===== src/rtl/fp16_seg_display_pkg.sv =====
`default_nettype none
// ============================================================================
// Module   : fp16_disp_pkg
// Brief    : Segment constants, class encoding and classifier for the FP16 display
// Revision : 1.0  initial release
// ============================================================================
package fp16_disp_pkg;

    // Segment patterns are active-low, bit order {g,f,e,d,c,b,a}
    localparam logic [6:0] SEG_BLANK = 7'b1111111;
    localparam logic [6:0] SEG_N     = 7'b0101011;
    localparam logic [6:0] SEG_A     = 7'b0001000;
    localparam logic [6:0] SEG_I     = 7'b1001111;
    localparam logic [6:0] SEG_F     = 7'b0001110;
    localparam logic [6:0] SEG_DASH  = 7'b0111111;

    localparam logic [15:0][6:0] SEG_HEX = {
        7'b0001110, 7'b0000110, 7'b0100001, 7'b1000110,   // F E d C
        7'b0000011, 7'b0001000, 7'b0010000, 7'b0000000,   // b A 9 8
        7'b1111000, 7'b0000010, 7'b0010010, 7'b0011001,   // 7 6 5 4
        7'b0110000, 7'b0100100, 7'b1111001, 7'b1000000    // 3 2 1 0
    };

    typedef enum logic [1:0] {
        CLS_NUM  = 2'd0,
        CLS_ZERO = 2'd1,
        CLS_INF  = 2'd2,
        CLS_NAN  = 2'd3
    } cls_t;

    function automatic cls_t classify(input logic [4:0] exp_f, input logic [9:0] frac_f);
        cls_t c;
        c = CLS_NUM;
        if (exp_f == 5'h1F) begin
            c = (frac_f != 10'd0) ? CLS_NAN : CLS_INF;
        end else if (exp_f == 5'h00 && frac_f == 10'd0) begin
            c = CLS_ZERO;
        end
        return c;
    endfunction

endpackage
`default_nettype wire


===== src/rtl/fp16_seg_display_if.sv =====
`default_nettype none
// ============================================================================
// Module   : fp16_seg_display_if
// Brief    : Value/mode input and multiplexed 7-segment output bundle
// Revision : 1.0  initial release
// ============================================================================
interface fp16_seg_display_if;
    logic [15:0] value;
    logic        sym_en;
    logic [3:0]  an;
    logic [6:0]  seg;
    logic        dp;
    logic        frame_start;

    modport master (output value, sym_en, input an, seg, dp, frame_start);
    modport slave  (input value, sym_en, output an, seg, dp, frame_start);
endinterface
`default_nettype wire


===== src/rtl/fp16_seg_display_hex_to_seg.sv =====
`default_nettype none
// ============================================================================
// Module   : hex_to_seg
// Brief    : Combinational 4-bit nibble to active-low 7-segment decoder
// Revision : 1.0  initial release
// ============================================================================
module hex_to_seg
    import fp16_disp_pkg::*;
(
    input  wire logic [3:0] nibble,
    output logic      [6:0] seg
);

    assign seg = SEG_HEX[nibble];

endmodule
`default_nettype wire


===== src/rtl/fp16_seg_display.sv =====
`default_nettype none
// ============================================================================
// Module   : fp16_seg_display
// Brief    : Frame-latched 4-digit multiplexed 7-segment display of an FP16 word
// Revision : 1.0  initial release
// ============================================================================
module fp16_seg_display
    import fp16_disp_pkg::*;
#(
    parameter int REFRESH_DIV = 100000
) (
    input  wire logic          clk,
    input  wire logic          rst,
    fp16_seg_display_if.slave  bus
);

    localparam int DIV_W = (REFRESH_DIV > 2) ? $clog2(REFRESH_DIV) : 1;
    localparam logic [DIV_W-1:0] c_div_last = DIV_W'(REFRESH_DIV - 1);

    logic [DIV_W-1:0] r_div;
    logic [1:0]       r_idx;
    logic [15:0]      r_shadow_val;
    logic             r_shadow_sym;
    logic             r_tick_d;
    logic [3:0]       r_an;
    logic [6:0]       r_seg;
    logic             r_dp;
    logic             r_frame_start;

    logic             w_tick;
    logic [3:0]       w_nibble;
    logic [6:0]       w_hex_seg;
    logic [6:0]       w_sym_seg;
    cls_t             w_cls;
    logic             w_hex_mode;

    assign w_tick = (r_div == c_div_last);

    always_ff @(posedge clk or posedge rst) begin
        if (rst) begin
            r_div        <= '0;
            r_idx        <= 2'd3;
            r_shadow_val <= '0;
            r_shadow_sym <= 1'b0;
            r_tick_d     <= 1'b0;
        end else begin
            r_tick_d <= w_tick;
            if (w_tick) begin
                r_div <= '0;
                r_idx <= r_idx + 2'd1;
                // Latch only at frame boundaries so one frame never mixes two words
                if (r_idx == 2'd3) begin
                    r_shadow_val <= bus.value;
                    r_shadow_sym <= bus.sym_en;
                end
            end else begin
                r_div <= r_div + DIV_W'(1);
            end
        end
    end

    always_comb begin
        w_nibble = r_shadow_val[3:0];
        case (r_idx)
            2'd1:    w_nibble = r_shadow_val[7:4];
            2'd2:    w_nibble = r_shadow_val[11:8];
            2'd3:    w_nibble = r_shadow_val[15:12];
            default: w_nibble = r_shadow_val[3:0];
        endcase
    end

    hex_to_seg u_hex_to_seg (
        .nibble (w_nibble),
        .seg    (w_hex_seg)
    );

    assign w_cls      = classify(r_shadow_val[14:10], r_shadow_val[9:0]);
    assign w_hex_mode = !r_shadow_sym || (w_cls == CLS_NUM);

    always_comb begin
        w_sym_seg = SEG_BLANK;
        case (w_cls)
            CLS_NAN: begin
                case (r_idx)
                    2'd3:    w_sym_seg = SEG_N;
                    2'd2:    w_sym_seg = SEG_A;
                    2'd1:    w_sym_seg = SEG_N;
                    default: w_sym_seg = SEG_BLANK;
                endcase
            end
            CLS_INF: begin
                case (r_idx)
                    2'd3:    w_sym_seg = r_shadow_val[15] ? SEG_DASH : SEG_BLANK;
                    2'd2:    w_sym_seg = SEG_I;
                    2'd1:    w_sym_seg = SEG_N;
                    default: w_sym_seg = SEG_F;
                endcase
            end
            CLS_ZERO: w_sym_seg = (r_idx == 2'd0) ? SEG_HEX[0] : SEG_BLANK;
            default:  w_sym_seg = SEG_BLANK;
        endcase
    end

    // Outputs refresh one cycle after each tick; before the first tick they stay blank
    always_ff @(posedge clk or posedge rst) begin
        if (rst) begin
            r_an          <= 4'b1111;
            r_seg         <= SEG_BLANK;
            r_dp          <= 1'b1;
            r_frame_start <= 1'b0;
        end else begin
            r_frame_start <= r_tick_d && (r_idx == 2'd0);
            if (r_tick_d) begin
                r_an  <= ~(4'b0001 << r_idx);
                r_seg <= w_hex_mode ? w_hex_seg : w_sym_seg;
                r_dp  <= !(w_hex_mode && (r_idx == 2'd3) && r_shadow_val[15]);
            end
        end
    end

    assign bus.an          = r_an;
    assign bus.seg         = r_seg;
    assign bus.dp          = r_dp;
    assign bus.frame_start = r_frame_start;

endmodule
`default_nettype wire

===== src/flat_wrapper.sv =====
// flat-port wrapper written by rule: the top's interface ports become plain ports
module fp16_seg_display_flat import fp16_disp_pkg::*;
#(
    parameter int REFRESH_DIV = 100000
)
  (clk, rst, bus_value, bus_sym_en, bus_an, bus_seg, bus_dp, bus_frame_start);
  fp16_seg_display_if bus_i ();
  input  wire logic clk;
  input  wire logic rst;
  input wire logic [$bits(bus_i.value)-1:0] bus_value;
  input wire logic [$bits(bus_i.sym_en)-1:0] bus_sym_en;
  output wire logic [$bits(bus_i.an)-1:0] bus_an;
  output wire logic [$bits(bus_i.seg)-1:0] bus_seg;
  output wire logic [$bits(bus_i.dp)-1:0] bus_dp;
  output wire logic [$bits(bus_i.frame_start)-1:0] bus_frame_start;
  assign bus_i.value = bus_value;
  assign bus_i.sym_en = bus_sym_en;
  assign bus_an = bus_i.an;
  assign bus_seg = bus_i.seg;
  assign bus_dp = bus_i.dp;
  assign bus_frame_start = bus_i.frame_start;
  fp16_seg_display #(.REFRESH_DIV(REFRESH_DIV)) u_core (.clk(clk), .rst(rst), .bus(bus_i));
endmodule

===== config.mk =====
export PLATFORM = sky130hd
export DESIGN_NAME = fp16_seg_display_flat
export DESIGN_NICKNAME = d
export VERILOG_FILES = /design/src/rtl/fp16_seg_display_pkg.sv /design/src/rtl/fp16_seg_display_if.sv /design/src/rtl/fp16_seg_display_hex_to_seg.sv /design/src/rtl/fp16_seg_display.sv /design/src/flat_wrapper.sv
export SDC_FILE = /design/constraint.sdc
export NUM_CORES = 1
export LEC_CHECK = 0
export BUFFER_PORTS_ARGS = -buffer_cell sky130_fd_sc_hd__clkbuf_2
export CORE_UTILIZATION = 52
export DETAILED_ROUTE_END_ITERATION = 8
export PLACE_DENSITY_LB_ADDON = 0.05
export SYNTH_ARGS = -nofsm -noshare
export SYNTH_HDL_FRONTEND = slang
export SYNTH_HIERARCHICAL = 1
export SYNTH_SLANG_ARGS = --single-unit

===== constraint.sdc =====
create_clock -name clk -period 2.8 [get_ports clk]
set_input_delay 0.42 -clock clk [delete_from_list [all_inputs] [get_ports clk]]
set_output_delay 0.42 -clock clk [all_outputs]
set_load 0.02 [all_outputs]

== After elaboration in Yosys (flattened, before gate mapping) ==
Memories as Yosys holds them, arrays and structs flattened.
Cells that the tools add are included.

* Bits in registers: 50
* Latch bits: 0
* RAM bits: 0
* Memory bits (read-only): 112
* Logic and storage cells: 49
* Memories: 1

* Add/subtract/negate cells: 2
* Multipliers: 0
* Div/mod/pow operators: 0
* Order comparisons: 1
* Equality and inequality tests: 8
* Shift-type cells: 1
* Mux-type cells: 12
* Bitwise operators: 1
* Reduce and logical (&&, ||, !) cells: 14

{| class="wikitable"
|+ Memories
! memory !! depth !! width !! read ports !! clocked after Yosys merged registers in !! wr ports !! line !! text
|-
| (name not given) || 16 || 7 || 1 || 0 || 0 || fp16_seg_display_hex_to_seg.sv:14 || <nowiki>assign seg = SEG_HEX[nibble];</nowiki>
|}

{| class="wikitable"
|+ Operators by type and width
! kind !! count
|-
| case mux 7 bit (3 select lines) || 2
|-
| 2-to-1 mux 7 bit || 3
|-
| adder 17 x 1 -> 17 bit (second input constant) || 1
|-
| equality test 17 bit (second input constant) || 1
|-
| 2-to-1 mux 17 bit || 1
|-
| case mux 7 bit (2 select lines) || 1
|-
| case mux 4 bit (3 select lines) || 1
|-
| zero test 10 bit || 1
|-
| nonzero test 10 bit || 1
|-
| equality test 2 bit (second input constant) || 4
|-
| 2-to-1 mux 6 bit || 1
|-
| equality test 5 bit (second input constant) || 1
|-
| zero test 5 bit || 1
|-
| < comparator 4 x 5 -> 1 bit (second input constant) || 1
|-
| equality test 2 x 1 -> 1 bit (second input constant) || 2
|-
| logical AND 1 bit || 4
|-
| zero test 2 bit || 2
|-
| NOT 4 bit || 1
|-
| << shifter 1 x 2 -> 4 bit (first input constant) || 1
|-
| adder 2 x 1 -> 2 bit (second input constant) || 1
|-
| zero test 1 bit || 2
|-
| 2-to-1 mux 1 bit || 2
|-
| 2-to-1 mux 2 bit || 1
|-
| AND reduction 2 bit || 1
|-
| 2 further kinds || 2
|}

== Logic depth before layout (Yosys ltp) ==
Gate-level depths: netlist of run 1.

* Word-level depth: 9
* Depth in mapped cells: 13
* Mapped depth without buffers: 13

== Hierarchy ==
Netlist of run 1, hierarchy kept.

{| class="wikitable"
|+ Modules (own cells, without submodules)
! module !! times used !! cells an instance !! area each (sq um) !! sequential area each (sq um)
|-
| fp16_seg_display || 1 || 221 || 2476.1 || 1268.7
|-
| hex_to_seg || 1 || 32 || 275.3 || 0.0
|}

== Least setup slack after synthesis of run 1 ==
Ideal clock, no wire load.

* Path kind: register to register
* Start point: register u_core.r_idx[0]
* End point: register u_core.r_seg[0] (netlist: u_core/bus.seg[0])
* Data arrival time: 2633 ps
* Data required time: 2703 ps
* Path slack: 70 ps
* Stages on the path, launching flop included: 12
* Period minus slack after synthesis: 2730 ps
* Cells stage by stage: dfstp_2 inv_1 ha_1 a222oi_1 a21oi_1 inv_1 ha_1 and2b_2 or3b_1 o21ai_0 nor2_1 nor4_1

* Word-level cells in the longest chain between the ends: 5

{| class="wikitable"
|+ RTL lines
! what !! line !! text
|-
| from (decl) || fp16_seg_display.sv:21 || <nowiki>logic [1:0] r_idx;</nowiki>
|-
| from (signal assigned) || fp16_seg_display.sv:50 || <nowiki>r_idx <= r_idx + 2'd1;</nowiki>
|-
| equality test 2 bit or equality test 2 x 1 -> 1 bit (tied branches) || fp16_seg_display.sv:64 || <nowiki>case (r_idx)</nowiki>
|-
| case mux 4 bit (3 select lines) * || fp16_seg_display.sv:64 ||
|-
| net u_core.w_nibble[1] || fp16_seg_display.sv:31 || <nowiki>logic [3:0] w_nibble;</nowiki>
|-
| memory read (16 x 7 bit) * || - ||
|-
| 2-to-1 mux 7 bit (implied by the code) * || fp16_seg_display_hex_to_seg.sv:14 ||
|-
| net u_core.w_hex_seg[0] || fp16_seg_display.sv:32 || <nowiki>logic [6:0] w_hex_seg;</nowiki>
|-
| 2-to-1 mux 7 bit * || fp16_seg_display.sv:115 || <nowiki>r_seg <= w_hex_mode ? w_hex_seg : w_sym_seg;</nowiki>
|-
| to (signal assigned) || fp16_seg_display.sv:115 ||
|-
| to (decl) || fp16_seg_display.sv:26 || <nowiki>logic [6:0] r_seg;</nowiki>
|}

The timed path passes the listed nets; every way through them passes the cells marked *. The select of a mux whose other input is x is not followed.
A chain may end at the register's enable or synchronous reset.

== Worst setup path in the final report of run 1 ==
Same ends and word-level chain as after synthesis.

==> impl_metrics.ini, run 1 <==
[layout]
nets = 329
final_area_sq_um = 3164
fin_util_pct = 61.95
area_growth_pct = 15.01
drive_gt1_share_pct = 32.77
diodes = 0

[synthesis]
yosys_warnings = 6
syn-num-nets = 286
ys.flop_type = dfrtp_1
syn_area_sq_um = 2751
synthArstFlopShare_pct = 100.0
ys_ff_latch = 50
synth_edf_count = 0
synth-seq-area-share_pct = 46.11
avgSynthCellArea_sq_um = 10.88
synth_cell_types = 48
synth_cells = 253

[grt]
grt_start_max_net_pins = 48
first_global_vias = 1814
grt_overflow_total = 0
grt_use_met3_pct = 4.418
grt_pass1_wl_microns = 8990
busiest_layer = met1
met1_usage_pct = 33.07
antenna_found_initial = 0
grtUsageMet2_pct = 30.63
track_usage_pct = 21.60

[drt]
drt_iter0_drc = 116
vias = 1976
avgViaCountPerCell = 5.399
dr.pass1.iters = 4
drc = 0
ant_nets = 0
wirelength_microns = 5546
post_drt_wl_per_cell_microns = 15.15

[floorplanning]
start_util_pct = 53.87
die_x_microns = 74.74
ioPinCount = 32
coreArea_sq_um = 5107
dieHeight_microns = 74.74
rows = 26
dieArea_sq_um = 5586

[worst_setup_path]
worstSetupPathType = reg -> reg
cp.arrival_ns = 2.84
cp.required_ns = 3.00
crit_fanout = 5
crit_path_start_kind = flop
cp_top_family = simple AND/OR/NAND/NOR gates
path_cells = inv_4 -> ha_4 -> a222oi_1 -> a21oi_1 -> inv_1 -> ha_2 -> and2b_2 -> or3b_1 -> o21ai_2 -> o22ai_1 -> nor4_1
cpPeakStageDelay_ns = 0.58
worst-path-buf-inv = 2
end_kind = flop
critical_path.slowest_cell = dfstp_2

[timing]
max_slew_margin_pct = 35.58
hold_viol_final = 0
holdWs_ns = 0.3179
fin_crit_sh_pct = 94.30
maxSlewViolCount = 0
clock.fmax_mhz = 378.7
period_minus_slack_ns = 2.640
setup_viol = 0
worst_slew_pin_slew_ns = 0.9649
finClkSkew_ns = 0.005234
rsz0062_at_grt = true

[power_and_ir_drop]
power_mw = 1.247
p_per_area_nw_per_um2 = 394.0
leakage_nw = 1.456
ir_worst_vdd_uv = 290.7

[run_status]
status = finished clean

[cts]
clock_latency_ns = 0.30
path_clk_slew_ns = 0.09
numClockSinks = 50
cts_buffers = 5
cts_tree = done
clockBufferDepth = 2
clockRootBuffer = clkbuf_8
ctsHoldBuffers = 0
htree_levels = 2

[hold_path]
hp-class = in -> async

[place]
dpl-instance-area_sq_um = 3007
port_buffers = 31
hpwl_microns = 3941
gp_congestion = 0.8088

[flow_run]
drv_cap = 0
[cell type report]
| class | instances | area [sq um] |
|---|---|---|
| Fill cell | 453 | 1943 |
| Multi-Input combinational cell | 180 | 1409 |
| Sequential cell | 50 | 1269 |
| Timing Repair Buffer | 45 | 264.0 |
| Tap cell | 70 | 87.58 |
| Clock buffer | 6 | 72.57 |
| Inverter | 14 | 55.05 |
| Clock inverter | 1 | 7.507 |
[worst paths after layout]
check                                             start                                 end  slack [ns]  cells past startpoint
setup / recovery            u_core/r_idx[0]$_DFFE_PP1P_       u_core/bus.seg[0]$_DFFE_PP1P_        0.16                     11
hold / removal                                      rst           u_core/r_div[0]$_DFF_PP0_        0.32                      2
setup reg to reg            u_core/r_idx[0]$_DFFE_PP1P_       u_core/bus.seg[0]$_DFFE_PP1P_        0.16                     11
hold reg to reg            u_core/bus.an[2]$_DFFE_PP1P_        u_core/bus.an[2]$_DFFE_PP1P_        0.47                      2
max in group asynchronous                           rst       u_core/bus.seg[0]$_DFFE_PP1P_        1.76                      3
min in group clk                           bus_value[2]  u_core/r_shadow_val[2]$_DFFE_PP0P_        0.34                      2
[timing repair]
| action | 4_1_cts | 5_1_grt |
|---|---|---|
| endpoints found under the setup margin | 1 | 1 |
| buffers inserted | 1 | 4 |
| resized for setup | 2 | 10 |
| endpoints found under the hold margin | 0 | 0 |
| pin swaps | 1 | 5 |
[flip-flops by register name (all words and copies together) (netlist names)]
| signal | flops |
|---|---|
| u_core/bus.an | 4 |
| u_core/bus.dp | 1 |
| u_core/bus.frame_start | 1 |
| u_core/bus.seg | 7 |
| u_core/r_div | 17 |
| u_core/r_idx | 2 |
| u_core/r_shadow_sym | 1 |
| u_core/r_shadow_val | 16 |
| u_core/r_tick_d | 1 |
[cells by family after synthesis]
family / share of synthesized area [%]
AOI/OAI and AO/OA: 9.868
adders and majority gates: 6.367
buffers and inverters: 3.911
xor gates and xnor gates: 4.775
muxes: 13.37
and+or+nand+nor: 15.60
DFF: 46.11
[routing by layer]
| layer | up-vias | part of all wire, % |
|---|---|---|
| met2 | 36 | 44 |
| met1 | 943 | 52 |
| met3 | 5 | 2.8 |
| met4 | 0 | 0.88 |
| met5 | - | 0 |
| li1 | 992 | - |
[placed cells by master, fill, tap and decap left out, drive strengths merged, types with 13 or more instances in the layout]
| cell | instances |
|---|---|
| clkbuf | 37 |
| inv | 13 |
| nor2 | 29 |
| ha | 14 |
| buf | 14 |
| dfstp | 14 |
| dfrtp | 36 |
| mux2 | 19 |
| nand2 | 17 |
[through the flow]
stage           TNS (ns)  worst slack [ns]  cells
2_1_floorplan          0           0.07034    253
3_5_place_dp   -0.003496         -0.003496    354
6_report               0            0.1596    366
5_1_grt         -0.06705          -0.06705    366
4_1_cts                0           0.02014    362
3_3_place_gp           0           0.09641    354
[Yosys cell counts (5+ instances only)]
library cell / number / share of area (%)
inv_1: 13 / 1.8
xor2_1: 9 / 2.9
nor2_1: 29 / 4.0
o21ai_0: 8 / 1.5
xnor2_1: 6 / 1.9
a21oi_1: 5 / 0.91
dfstp_2: 14 / 13
dfrtp_1: 36 / 33
nor3_1: 7 / 1.3
nand3_1: 8 / 1.5
ha_1: 14 / 6.4
mux2_2: 9 / 3.7
mux2_4: 10 / 5.5
nand2_1: 16 / 2.2
mux2i_1: 9 / 3.3
[where the power goes]
group          switching (mW)  internal, mW  leakage (nW)  total, mW
Combinational          0.0471        0.0477         0.825     0.0948
Sequential             0.0150         0.735         0.593      0.750
Clock                   0.230         0.172        0.0373      0.402
Total                   0.292         0.955          1.46       1.25
No activity file was read; power rests on OpenSTA's default activity.
==> inputs of run 2 (changes only) <==
--- a/config.mk
+++ b/config.mk
@@ -6,7 +6,8 @@
 export NUM_CORES = 1
 export LEC_CHECK = 0
 export BUFFER_PORTS_ARGS = -buffer_cell sky130_fd_sc_hd__clkbuf_2
-export CORE_UTILIZATION = 52
+export CORE_ASPECT_RATIO = 0.8
+export CORE_UTILIZATION = 55
 export DETAILED_ROUTE_END_ITERATION = 8
 export PLACE_DENSITY_LB_ADDON = 0.05
 export SYNTH_ARGS = -nofsm -noshare
==> constraint.sdc (replaced) <==
create_clock -name clk -period 2.95 [get_ports clk]
set_input_delay 0.4425 -clock clk [delete_from_list [all_inputs] [get_ports clk]]
set_output_delay 0.4425 -clock clk [all_outputs]
set_load 0.02 [all_outputs]
==> impl_metrics.ini, run 2 (same netlist as run 1, synthesis figures left out) <==
[worst_setup_path]
cp.required_ns = 3.15
critical_path.slowest_cell = dfstp_2
rrSetupSlack_ns = 0.13
r2r_cells = 11
crit_path_start_kind = flop
worstSetupPathType = reg -> reg
regToRegStartpoint = u_core/r_idx[0]$_DFFE_PP1P_
cp.arrival_ns = 3.02
end_kind = flop
timing.rr.end = u_core/bus.seg[0]$_DFFE_PP1P_
cpPeakStageDelay_ns = 0.64
path_cells = inv_4 -> ha_4 -> a222oi_1 -> a21oi_1 -> inv_2 -> ha_1 -> and2b_2 -> or3b_1 -> o21ai_2 -> o22ai_1 -> nor4_1
crit_fanout = 7

[cts]
clock_latency_ns = 0.30
path_clk_slew_ns = 0.09
clockBufferDepth = 2
cts_buffers = 5
htree_levels = 2
cts_tree = done
numClockSinks = 50
clockRootBuffer = clkbuf_8

[timing]
clock.fmax_mhz = 354.9
fin_crit_sh_pct = 95.51
finClkSkew_ns = 0.003787
setup_viol = 0
hold_viol_final = 0
worst_slew_pin_slew_ns = 0.7021
maxSlewViolCount = 0
period_minus_slack_ns = 2.818
max_slew_margin_pct = 53.19

[floorplanning]
die_x_microns = 81.08
ioPinCount = 32
dieHeight_microns = 65.26
dieArea_sq_um = 5291
start_util_pct = 58.45
rows = 22
coreArea_sq_um = 4707

[place]
dpl-instance-area_sq_um = 2979
hpwl_microns = 4053
gp_congestion = 0.8090
port_buffers = 31

[grt]
antenna_found_initial = 0
grt_pass1_wl_microns = 9246
grt_start_max_net_pins = 29
grt_overflow_total = 0
first_global_vias = 1858
track_usage_pct = 23.38

[layout]
final_area_sq_um = 3124
layout_commonest_cell = dfrtp_1
largest_reg_flops = 17
drive_gt1_share_pct = 31.85
fin_util_pct = 66.37
area_growth_pct = 13.55
layout_common_cells = dfrtp_1, clkbuf_2, nor2_1
diodes = 0
largest-register = u_core/r_div
nets = 324

[drt]
dr.pass1.iters = 6
avgViaCountPerCell = 5.653
drc = 0
ant_nets = 0
drt_iter0_drc = 151
vias = 1990
wirelength_microns = 5576
post_drt_wl_per_cell_microns = 15.84

[flow_run]
drv_cap = 0

[power_and_ir_drop]
leakage_nw = 1.441
ir_worst_vdd_uv = 290.9
p_per_area_nw_per_um2 = 388.4

[hold_path]
hp-class = in -> async

[run_status]
status = finished clean
## run 2: changes by cell type in the layout (fill, tap and decap cells not counted), sizes merged
cell and delta:
buf -5, clkinv +1
## run 2: worst max-delay path by stage
stage	cells past startpoint	end	startpoint	slack, ns
2_1_floorplan	11	u_core/bus.seg[0]$_DFFE_PP1P_	u_core/r_idx[0]$_DFFE_PP1P_	0.22
3_3_place_gp	11	u_core/bus.seg[0]$_DFFE_PP1P_	u_core/r_idx[0]$_DFFE_PP1P_	0.15
3_5_place_dp	11	u_core/bus.seg[0]$_DFFE_PP1P_	u_core/r_idx[0]$_DFFE_PP1P_	0.01
4_1_cts	11	u_core/bus.seg[0]$_DFFE_PP1P_	u_core/r_idx[0]$_DFFE_PP1P_	0.06
5_1_grt	11	u_core/bus.seg[0]$_DFFE_PP1P_	u_core/r_idx[0]$_DFFE_PP1P_	-0.01
6_report	11	u_core/bus.seg[0]$_DFFE_PP1P_	u_core/r_idx[0]$_DFFE_PP1P_	0.13
## run 2: what timing repair did
| item | in CTS | in global routing |
|---|---|---|
| hold buffers | 0 | 0 |
| resized for setup | 1 | 9 |
| pin swaps | 0 | 3 |
| setup endpoints to repair | 1 | 4 |
| setup buffers | 0 | 2 |
## run 2: cell type report
type / count / area (sq um)
Fill cell: 371 / 1583
Inverter: 14 / 55.05
Tap cell: 60 / 75.07
Clock inverter: 2 / 12.51
Sequential cell: 50 / 1269
Multi-Input combinational cell: 180 / 1408
Timing Repair Buffer: 40 / 222.7
Clock buffer: 6 / 82.58
## run 2: metal layers
metal  vias up  GRT usage [%]  routed length [microns]
met5         -              0                        0
met1       945          37.24                     2933
met3         4          4.722                      301
li1        979              -                        -
met2        62          32.04                     2308
met4         0          5.580                       33
## run 2: worst max-delay path: cells and delay by family (launching register included)
| family | cells | cell delay [ns] |
|---|---|---|
| compound gates | 4 | 0.63 |
| fa+ha+maj | 2 | 0.36 |
| buf+inv | 2 | 0.17 |
| flops | 1 | 0.64 |
| simple gates | 3 | 0.92 |
## run 2: report_power, final
part	internal, mW	switching [mW]
registers	0.698	0.0139
logic	0.0451	0.0466
clock network	0.189	0.222
## run 2: stage by stage
step | setup WS [ns] | total power, mW | TNS, ns | instances | hold slack, ns
detailed placement | 0.01350 | 0.8119 | 0 | 342 | 0.4602
CTS | 0.06389 | 1.224 | 0 | 350 | 0.1970
global placement | 0.1469 | 0.8099 | 0 | 342 | 0.4543
finish | 0.1325 | 1.214 | 0 | 352 | 0.1837
floorplan | 0.2203 | 0.7780 | 0 | 253 | 0.4397
global route | -0.01258 | 1.268 | -0.01258 | 352 | 0.2234
